[src/rtl/wb_rr_arbiter.sv]
// Two-master round-robin Wishbone arbiter; the grant is held for the whole cyc.
// Optional stalled-slave watchdog is compiled in with `define WB_ARB_WATCHDOG_EN.
module wb_rr_arbiter #(
    parameter int AW          = 32,
    parameter int DW          = 32,
    parameter int TIMEOUT_CYC = 255
) (
    input  logic            clk_i,
    input  logic            rst_i,

    input  logic            m0_wb_cyc_i,
    input  logic            m0_wb_stb_i,
    input  logic            m0_wb_we_i,
    input  logic [DW/8-1:0] m0_wb_sel_i,
    input  logic [AW-1:0]   m0_wb_adr_i,
    input  logic [DW-1:0]   m0_wb_dat_i,
    output logic [DW-1:0]   m0_wb_dat_o,
    output logic            m0_wb_ack_o,
    output logic            m0_wb_err_o,

    input  logic            m1_wb_cyc_i,
    input  logic            m1_wb_stb_i,
    input  logic            m1_wb_we_i,
    input  logic [DW/8-1:0] m1_wb_sel_i,
    input  logic [AW-1:0]   m1_wb_adr_i,
    input  logic [DW-1:0]   m1_wb_dat_i,
    output logic [DW-1:0]   m1_wb_dat_o,
    output logic            m1_wb_ack_o,
    output logic            m1_wb_err_o,

    output logic            s_wb_cyc_o,
    output logic            s_wb_stb_o,
    output logic            s_wb_we_o,
    output logic [DW/8-1:0] s_wb_sel_o,
    output logic [AW-1:0]   s_wb_adr_o,
    output logic [DW-1:0]   s_wb_dat_o,
    input  logic [DW-1:0]   s_wb_dat_i,
    input  logic            s_wb_ack_i,

    output logic [1:0]      gnt_o
);

    localparam logic [1:0] IDLE = 2'd0;
    localparam logic [1:0] GNT0 = 2'd1;
    localparam logic [1:0] GNT1 = 2'd2;

    logic [1:0] state_reg, state_next;
    logic       last_gnt_reg, last_gnt_next;   // 0 = M0, 1 = M1
    logic       req0, req1;
    logic       abort;
    logic [1:0] gnt;

    assign req0 = m0_wb_cyc_i & m0_wb_stb_i;
    assign req1 = m1_wb_cyc_i & m1_wb_stb_i;

    always_comb begin
        state_next = state_reg;
        case (state_reg)
            IDLE: begin
                if (req0 && req1)
                    state_next = last_gnt_reg ? GNT0 : GNT1;
                else if (req0)
                    state_next = GNT0;
                else if (req1)
                    state_next = GNT1;
            end
            // Release and watchdog abort share one rule: hand over directly if the other side waits.
            GNT0: if (!m0_wb_cyc_i || abort) state_next = req1 ? GNT1 : IDLE;
            GNT1: if (!m1_wb_cyc_i || abort) state_next = req0 ? GNT0 : IDLE;
            default: state_next = IDLE;
        endcase
    end

    always_comb begin
        last_gnt_next = last_gnt_reg;
        if (state_next == GNT0)
            last_gnt_next = 1'b0;
        else if (state_next == GNT1)
            last_gnt_next = 1'b1;
    end

    always_ff @(posedge clk_i) begin
        if (rst_i) begin
            state_reg    <= IDLE;
            last_gnt_reg <= 1'b1;
        end else begin
            state_reg    <= state_next;
            last_gnt_reg <= last_gnt_next;
        end
    end

`ifdef WB_ARB_WATCHDOG_EN
    localparam logic [15:0] TIMEOUT_VAL = 16'(TIMEOUT_CYC);

    logic [15:0] wd_cnt_reg, wd_cnt_next;

    assign abort = ((state_reg == GNT0) || (state_reg == GNT1)) && (wd_cnt_reg == TIMEOUT_VAL);

    always_comb begin
        wd_cnt_next = wd_cnt_reg;
        if (abort || s_wb_ack_i || (state_next != state_reg))
            wd_cnt_next = '0;
        else if (s_wb_stb_o)
            wd_cnt_next = wd_cnt_reg + 16'd1;
    end

    always_ff @(posedge clk_i) begin
        if (rst_i)
            wd_cnt_reg <= '0;
        else
            wd_cnt_reg <= wd_cnt_next;
    end
`else
    logic unused_cfg;
    assign abort      = 1'b0;
    assign unused_cfg = ^TIMEOUT_CYC;
`endif

    // Request path: the slave sees only the granted master; cyc/stb are killed on abort.
    always_comb begin
        s_wb_cyc_o = 1'b0;
        s_wb_stb_o = 1'b0;
        s_wb_we_o  = 1'b0;
        s_wb_sel_o = '0;
        s_wb_adr_o = '0;
        s_wb_dat_o = '0;
        case (state_reg)
            GNT0: begin
                s_wb_cyc_o = m0_wb_cyc_i & ~abort;
                s_wb_stb_o = m0_wb_stb_i & ~abort;
                s_wb_we_o  = m0_wb_we_i;
                s_wb_sel_o = m0_wb_sel_i;
                s_wb_adr_o = m0_wb_adr_i;
                s_wb_dat_o = m0_wb_dat_i;
            end
            GNT1: begin
                s_wb_cyc_o = m1_wb_cyc_i & ~abort;
                s_wb_stb_o = m1_wb_stb_i & ~abort;
                s_wb_we_o  = m1_wb_we_i;
                s_wb_sel_o = m1_wb_sel_i;
                s_wb_adr_o = m1_wb_adr_i;
                s_wb_dat_o = m1_wb_dat_i;
            end
            default: ;
        endcase
    end

    assign gnt[0] = (state_reg == GNT0);
    assign gnt[1] = (state_reg == GNT1);
    assign gnt_o  = gnt;

    logic [1:0]    ack_vec, err_vec;
    logic [DW-1:0] rdat_vec [2];

    generate
        for (genvar gi = 0; gi < 2; gi++) begin : g_rsp
            assign ack_vec[gi]  = gnt[gi] & s_wb_ack_i;
            assign err_vec[gi]  = gnt[gi] & abort;
            assign rdat_vec[gi] = gnt[gi] ? s_wb_dat_i : '0;
        end
    endgenerate

    assign m0_wb_ack_o = ack_vec[0];
    assign m0_wb_err_o = err_vec[0];
    assign m0_wb_dat_o = rdat_vec[0];
    assign m1_wb_ack_o = ack_vec[1];
    assign m1_wb_err_o = err_vec[1];
    assign m1_wb_dat_o = rdat_vec[1];

endmodule

[config.mk]
export PLATFORM = sky130hd
export DESIGN_NAME = wb_rr_arbiter
export DESIGN_NICKNAME = d
export VERILOG_FILES = /design/src/rtl/wb_rr_arbiter.sv
export SDC_FILE = /design/constraint.sdc
export NUM_CORES = 1
export LEC_CHECK = 0
export ABC_AREA = 1
export ABC_CLOCK_PERIOD_IN_PS = 1780
export BUFFER_PORTS_ARGS = -buffer_cell sky130_fd_sc_hd__buf_4
export CAP_MARGIN = 30
export CORE_AREA = 2 2 124 126
export DETAILED_ROUTE_END_ITERATION = 10
export DIE_AREA = 0 0 126 128
export MAX_ROUTING_LAYER = met4
export PLACE_DENSITY = 0.47
export SETUP_SLACK_MARGIN = 0.02
export SYNTH_ARGS = -nofsm -noshare
export SYNTH_HDL_FRONTEND = slang
export SYNTH_SLANG_ARGS = --single-unit
[constraint.sdc]
create_clock -name clk_i -period 1.78 [get_ports clk_i]
set_input_delay 0.267 -clock clk_i [delete_from_list [all_inputs] [get_ports clk_i]]
set_output_delay 0.267 -clock clk_i [all_outputs]
set_load 0.05 [all_outputs]
**After elaboration in Yosys (flattened, before gate mapping)**

Cells that the tools add are included.

- Equal/unequal tests: 4
- Muxes and demuxes: 19
- Bitwise gates (word level): 4
- Reduce and logical (&&, ||, !) cells: 3

Operators by type and width:

| operator | number |
|---|---|
| $pmux 32 s2 | 2 |
| $mux 32 | 2 |
| $mux 2 | 7 |
| $pmux 4 s2 | 1 |
| $pmux 1 s2 | 3 |
| $pmux 2 s3 | 1 |
| $and 1x1->1 | 4 |
| $eq 2x1->1 const B | 2 |
| $eq 2x2->1 const B | 2 |
| $mux 1 | 3 |
| $logic_not 2->1 | 1 |
| $reduce_bool 2->1 | 1 |
| $logic_and 1x1->1 | 1 |

- Register bits: 3
- Output and inout port bits: 141

**Longest topological paths before layout**

Gate-level depths: netlist of the first run.

- Depth in word-level cells: 8
- Depth in mapped cells: 14
- Depth with buffers taken out: 13

**Worst setup path after synthesis of the first run**

OpenSTA, ideal clock, no wires.

- Path type: reg-to-output
- Start: register state_reg[1]
- End: output s_wb_adr_o[0]
- Data arrival time: 2.183 ns
- Required time: 1.513 ns
- Slack: -0.670 ns
- Stages on the path, launching flop included: 8
- Cells stage by stage: dfxtp_1 -> inv_1 -> ha_1 -> buf_4 -> buf_6 -> buf_6 -> nand2_1 -> a21oi_1

- Word-level cells in the longest chain between the ends: 2

Ends and longest elaborated chain:

| what | line | text |
|---|---|---|
| start: declaration | 47 | `logic [1:0] state_reg, state_next;` |
| start signal: assignment | 87 | `state_reg <= state_next;` |
| $eq 2x1->1 | -- |  |
| named net gnt_o[0] | 40 | `output logic [1:0] gnt_o` |
| $pmux 32 s2 | 127 | `case (state_reg)` |
| end: declaration | 35 | `output logic [AW-1:0] s_wb_adr_o,` |

The timed path passes the listed nets, and every way through them passes these cells.

**Final worst setup path of the first run**

- Start: register state_reg[0]
- End: output s_wb_dat_o[14]

- Word-level cells in the longest chain between the ends: 2

Ends and longest elaborated chain:

| what | line | text |
|---|---|---|
| $eq 2x2->1 / $eq 2x1->1 (equally long branches) | 127 |  |
| $pmux 32 s2 * | 127 |  |
| end: declaration | 36 | `output logic [DW-1:0] s_wb_dat_o,` |

Mark *: on every way between the ends. The rest lies on a longest branch, timed or not.

==> results.json, run 1 <==
{
  "ys_warn_count": 0,
  "die-area_sq_mm": 0.0161,
  "die_h_um": 128,
  "wl_um": 14000,
  "fin_nets": 935,
  "nFillCells": 1452,
  "drv_cap": 0,
  "post_drt_wl_per_cell_um": 14.9,
  "final_cell_mix": "190 x buf_4, 134 x nand2_1, 108 x buf_6",
  "total_power_w": 0.00306,
  "start_kind": "flop",
  "grtUsageTotal_pct": 15.6,
  "vias": 3944,
  "ys_seq_area_share_pct": 3.21,
  "grt_pass1_vias": 4029,
  "cts_tree": "yes",
  "use_met2_pct": 28.6,
  "placed_area_sq_mm": 0.00532,
  "violations": "setup timing",
  "p_leak_nw": 3.40,
  "hold_class": "input pin to flop",
  "rsz0062_at_grt": "yes",
  "synth_cells": 422,
  "syn_to_final_growth_pct": 272,
  "fmax_mhz": 540,
  "worstPathRequired_ns": 1.51,
  "status": "complete, but fails checks",
  "first_iter_violations": 65,
  "cts.clk_slew.worst_paths_ns": 0.03,
  "crit_fanout": 8,
  "fin_crit_sh_pct": 104,
  "fin_skew_ns": 0.000418,
  "crit_type": "flop to primary output",
  "ys_seq_elements": 3,
  "grt_overflow_total": 0,
  "clockBufferDepth": 2,
  "dpl.hpwl_um": 9970,
  "htreeDepth": 1,
  "cts_root_buf": "clkbuf_16",
  "final_common_cell": "buf_4",
  "largest_reg_flops": 2,
  "grt_max_degree": 22,
  "drt.antenna.violating_nets": 0,
  "cts-buffers-inserted": 3,
  "port-buffer-count": 315,
  "place_ws_ns": 0.0650,
  "cp.arrival_ns": 1.59,
  "rows": 45,
  "grt_pass1_wl_um": 20300,
  "antenna_found_initial": 0,
  "gpl.final_weighted_congestion": 0.803,
  "syn_area_sq_mm": 0.00187,
  "report.final.hold_viol_count": 0,
  "grtUsageMet1_pct": 18.3,
  "multi_input_area_sq_mm": 0.00253,
  "top_usage_layer": "met2",
  "ctsHoldBuffers": 0,
  "drc": 0,
  "clkSinkCount": 3,
  "vdd_drop_max_mv": 0.295,
  "design_area_sq_mm": 0.00696,
  "syn_area_per_cell_sq_um": 4.43,
  "maxSlewViolCount": 0,
  "synth_cell_types": 17,
  "core-area_sq_mm": 0.0149,
  "crit_path_end_kind": "primary output",
  "final.min_clock_period_ns": 1.85,
  "clk_latency_ns": 0.22,
  "timing.final.ws_setup_ns": -0.0721,
  "powerDensity_mw_per_mm2": 440,
  "dr.pass1.iters": 4,
  "gr-usage-met3_pct": 2.42,
  "drive_gt1_share_pct": 73.9,
  "boundaryPins": 318,
  "fp.dieW_um": 126,
  "diodes": 0,
  "finalSetupViolCount": 71,
  "ff_latch_area_sq_um": 67.6,
  "start_util_pct": 12.6,
  "viasPerCell": 4.20
}
-- synthesized netlist by cell type --
cell type    n  area (sq um)
ha_1         5          62.6
conb_1       1          3.75
nand3_1      2          10.0
o21ai_0      1          5.00
nor2_2       1          6.26
inv_1       74           278
buf_6        6          67.6
dfxtp_1      3          60.1
buf_4        8          60.1
nor2_1       2          7.51
nand2_1    223           837
clkbuf_1     7          26.3
inv_2        2          7.51
buf_2       12          60.1
nand4_1      1          6.26
nand2_2      2          12.5
a21oi_1     72           360
-- worst max-delay path, cell delays in order, from the launching register on --
cell and delay [ns]:
dfxtp_4 0.36, inv_6 0.07, ha_4 0.17, buf_12 0.11, buf_12 0.11, clkbuf_16 0.17, nand2_2 0.07, a21oi_4 0.12
buf_6 0.17
-- what timing repair did --
action / in CTS / in global routing
buffers inserted: 9 / 7
hold endpoints to repair: 0 / 0
resized for setup: 198 / 136
gates cloned: 7 / 8
pin swaps: 2 / 13
setup endpoints to repair: 81 / 131
-- logic make-up after synthesis --
logic type	synth area share, %
compound gates	19.5
flops	3.21
simple gates	47.0
other cells	0.200
fa+ha+maj	3.34
buf+inv	26.7
-- where the power goes --
part | leakage (nW) | switching, W | internal [W]
Clock | 0.0382 | 0.0000634 | 0.000296
Combinational | 3.33 | 0.00151 | 0.00110
Sequential | 0.0261 | 0.0000144 | 0.0000784
-- metrics by stage --
stage | TNS, ns | std cells | util, % | hold WS, ns
after floorplan | 0 | 423 | - | 0.325
after global placement | 0 | 909 | 35.8 | 0.447
after detailed placement | 0 | 909 | 35.8 | 0.444
after CTS | -2.03 | 929 | 43.1 | 0.223
after global routing | -7.57 | 940 | 46.8 | 0.225
final | -2.69 | 940 | 46.8 | 0.218
-- final cells by class --
| cell class | count | area share (%) |
|---|---|---|
| inverter | 76 | 4.31 |
| clock buffer | 4 | 1.13 |
| tap | 188 | 3.38 |
| multi-input combinational | 311 | 36.4 |
| sequential | 3 | 0.971 |
| timing repair buffer | 358 | 53.8 |
-- routing by layer --
metal,vias to the layer above,wire (um)
met4,0,191
met5,-,0
met1,1825,5350
li1,1903,-
met3,19,929
met2,197,7540
-- path summary, 6_finish.rpt --
path,startpoint,end,slack (ns),cells past startpoint
setup / recovery,state_reg[0],s_wb_dat_o[14],-0.07,8
setup reg to reg,state_reg[0],last_gnt_reg,-0.01,15
hold / removal,rst_i,state_reg[1],0.22,2
hold reg to reg,last_gnt_reg,last_gnt_reg,0.50,2
No activity file was read; power rests on OpenSTA's default activity.
==> run 2, diff against run 1 <==
--- a/config.mk
+++ b/config.mk
@@ -9,11 +9,14 @@
 export ABC_CLOCK_PERIOD_IN_PS = 1780
 export BUFFER_PORTS_ARGS = -buffer_cell sky130_fd_sc_hd__buf_4
 export CAP_MARGIN = 30
-export CORE_AREA = 2 2 124 126
+export CELL_PAD_IN_SITES_DETAIL_PLACEMENT = 1
+export CELL_PAD_IN_SITES_GLOBAL_PLACEMENT = 2
+export CORE_ASPECT_RATIO = 1.75
+export CORE_MARGIN = 2
+export CORE_UTILIZATION = 10
 export DETAILED_ROUTE_END_ITERATION = 10
-export DIE_AREA = 0 0 126 128
 export MAX_ROUTING_LAYER = met4
-export PLACE_DENSITY = 0.47
+export PLACE_DENSITY = 0.92
 export SETUP_SLACK_MARGIN = 0.02
 export SYNTH_ARGS = -nofsm -noshare
 export SYNTH_HDL_FRONTEND = slang
==> results.json, run 2 (same netlist as run 1, synthesis figures left out) <==
{
  "crit_path_end_kind": "primary output",
  "violations": "setup timing",
  "total_power_w": 0.00353,
  "grt_overflow_total": 0,
  "die_h_um": 185,
  "boundaryPins": 318,
  "antenna_found_initial": 0,
  "hold_class": "input pin to flop",
  "fin_nets": 961,
  "powerDensity_mw_per_mm2": 447,
  "timing.rr.start": "state_reg[1]",
  "vdd_drop_max_mv": 0.502,
  "cts_root_buf": "clkbuf_16",
  "ctsHoldBuffers": 0,
  "fp.dieW_um": 107,
  "die-area_sq_mm": 0.0199,
  "rrSetupSlack_ns": -0.11,
  "port-buffer-count": 315,
  "start_util_pct": 10.1,
  "hp-start": "rst_i",
  "crit_fanout": 8,
  "diodes": 0,
  "crit_type": "flop to primary output",
  "drt.antenna.violating_nets": 0,
  "cts.clk_slew.worst_paths_ns": 0.03,
  "dpl.hpwl_um": 11300,
  "reg2reg_depth": 15,
  "clkSinkCount": 3,
  "final_cell_mix": "205 x buf_4, 89 x buf_6, 84 x nand2_2",
  "grt_pass1_wl_um": 23200,
  "drc": 0,
  "timing.final.ws_setup_ns": -0.165,
  "cp.arrival_ns": 1.68,
  "grt_max_degree": 25,
  "nFillCells": 2119,
  "post_drt_wl_per_cell_um": 18.2,
  "drv_cap": 0,
  "cts-buffers-inserted": 3,
  "fin_crit_sh_pct": 109,
  "core-area_sq_mm": 0.0185,
  "final_common_cell": "buf_4",
  "fin_skew_ns": 0.00106,
  "place_inst": 962,
  "report.final.hold_viol_count": 0,
  "largest_reg_flops": 2,
  "worstPathRequired_ns": 1.51,
  "grtUsageTotal_pct": 15.6,
  "viasPerCell": 4.13,
  "htreeDepth": 1,
  "gpl.final_weighted_congestion": 0.855,
  "grt_pass1_vias": 4457,
  "p_leak_nw": 3.86,
  "rows": 66,
  "start_kind": "flop",
  "clockBufferDepth": 2,
  "vias": 4196,
  "r2r_end": "last_gnt_reg",
  "fmax_mhz": 514,
  "maxSlewViolCount": 0,
  "rsz0062_at_grt": "yes",
  "fin_util_pct": 42.7,
  "final_cells": 1016,
  "syn_to_final_growth_pct": 322,
  "finalSetupViolCount": 87,
  "holdPathStages": 2,
  "status": "complete, but fails checks",
  "cts_tree": "yes",
  "hold_end": "state_reg[1]",
  "first_iter_violations": 75,
  "wl_um": 18500,
  "drive_gt1_share_pct": 84.2,
  "clk_latency_ns": 0.23,
  "dr.pass1.iters": 4,
  "final.min_clock_period_ns": 1.94,
  "tns_ns": -5.96
}
## run 2: cell count changes in the layout (fill, tap and decap cells not counted), moves of 4 or more
cell     previous run  this run
nand2_8             0         5
nand2_1           134        77
inv_2              21        35
buf_6             108        89
nand2_2            62        84
buf_8              35        51
buf_16              6        16
inv_1              52        36
nand2_4            29        59
buf_4             190       205
buf_12             12        16
## run 2: area by class of cell
cell class	instances	area (sq um)	area share [%]
Inverter	76	303	3.84
Sequential cell	3	67.6	0.856
Multi-Input combinational cell	311	2900	36.8
Tap cell	238	298	3.77
Clock buffer	4	78.8	0.999
Timing Repair Buffer	384	4240	53.8
## run 2: per-stage QoR
| step | hold WS, ns | cell area, sq um | setup slack, ns |
|---|---|---|---|
| floorplan | 0.325 | 2730 | 0.0239 |
| global placement | 0.443 | 5410 | 0.0283 |
| detailed placement | 0.443 | 5410 | -0.0369 |
| finish | 0.217 | 7890 | -0.165 |
| CTS | 0.213 | 6940 | -0.110 |
| global route | 0.227 | 7890 | -0.216 |
## run 2: per-layer routing
metal,global-route usage [%],vias to the layer above,share of wire (%)
li1,-,1962,-
met1,13.1,1977,29
met2,33.9,234,62
met3,2.67,23,7.0
met4,3.28,0,2.2
met5,-,-,0
## run 2: worst max-delay path by stage
stage	slack [ns]	startpoint	end	depth (start not counted)
final	-0.16	state_reg[1]	s_wb_adr_o[19]	7
after global placement	0.03	state_reg[1]	last_gnt_reg	13
after CTS	-0.11	state_reg[0]	s_wb_dat_o[12]	8
after detailed placement	-0.04	state_reg[1]	last_gnt_reg	13
after global routing	-0.22	state_reg[1]	last_gnt_reg	15
after floorplan	0.02	state_reg[1]	last_gnt_reg	14
## run 2: timing repair
action / CTS / global route
gates resized for setup: 257 / 221
buffers inserted: 27 / 6
pin swaps: 7 / 33
endpoints found under the setup margin: 107 / 123
cloned: 13 / 9
## run 2: report_power, final
part	total, W	internal (W)	switching [W]
registers	0.0000925	0.0000783	0.0000141
clock network	0.000365	0.000296	0.0000688
logic	0.00307	0.00134	0.00173
total	0.00353	0.00172	0.00181
## run 2: worst max-delay path, cell delays in order, from the launching register on
cell,delay (ns)
dfxtp_4,0.36
inv_4,0.08
ha_4,0.20
buf_12,0.17
clkbuf_16,0.21
nand2_2,0.09
a21oi_4,0.17
buf_6,0.17
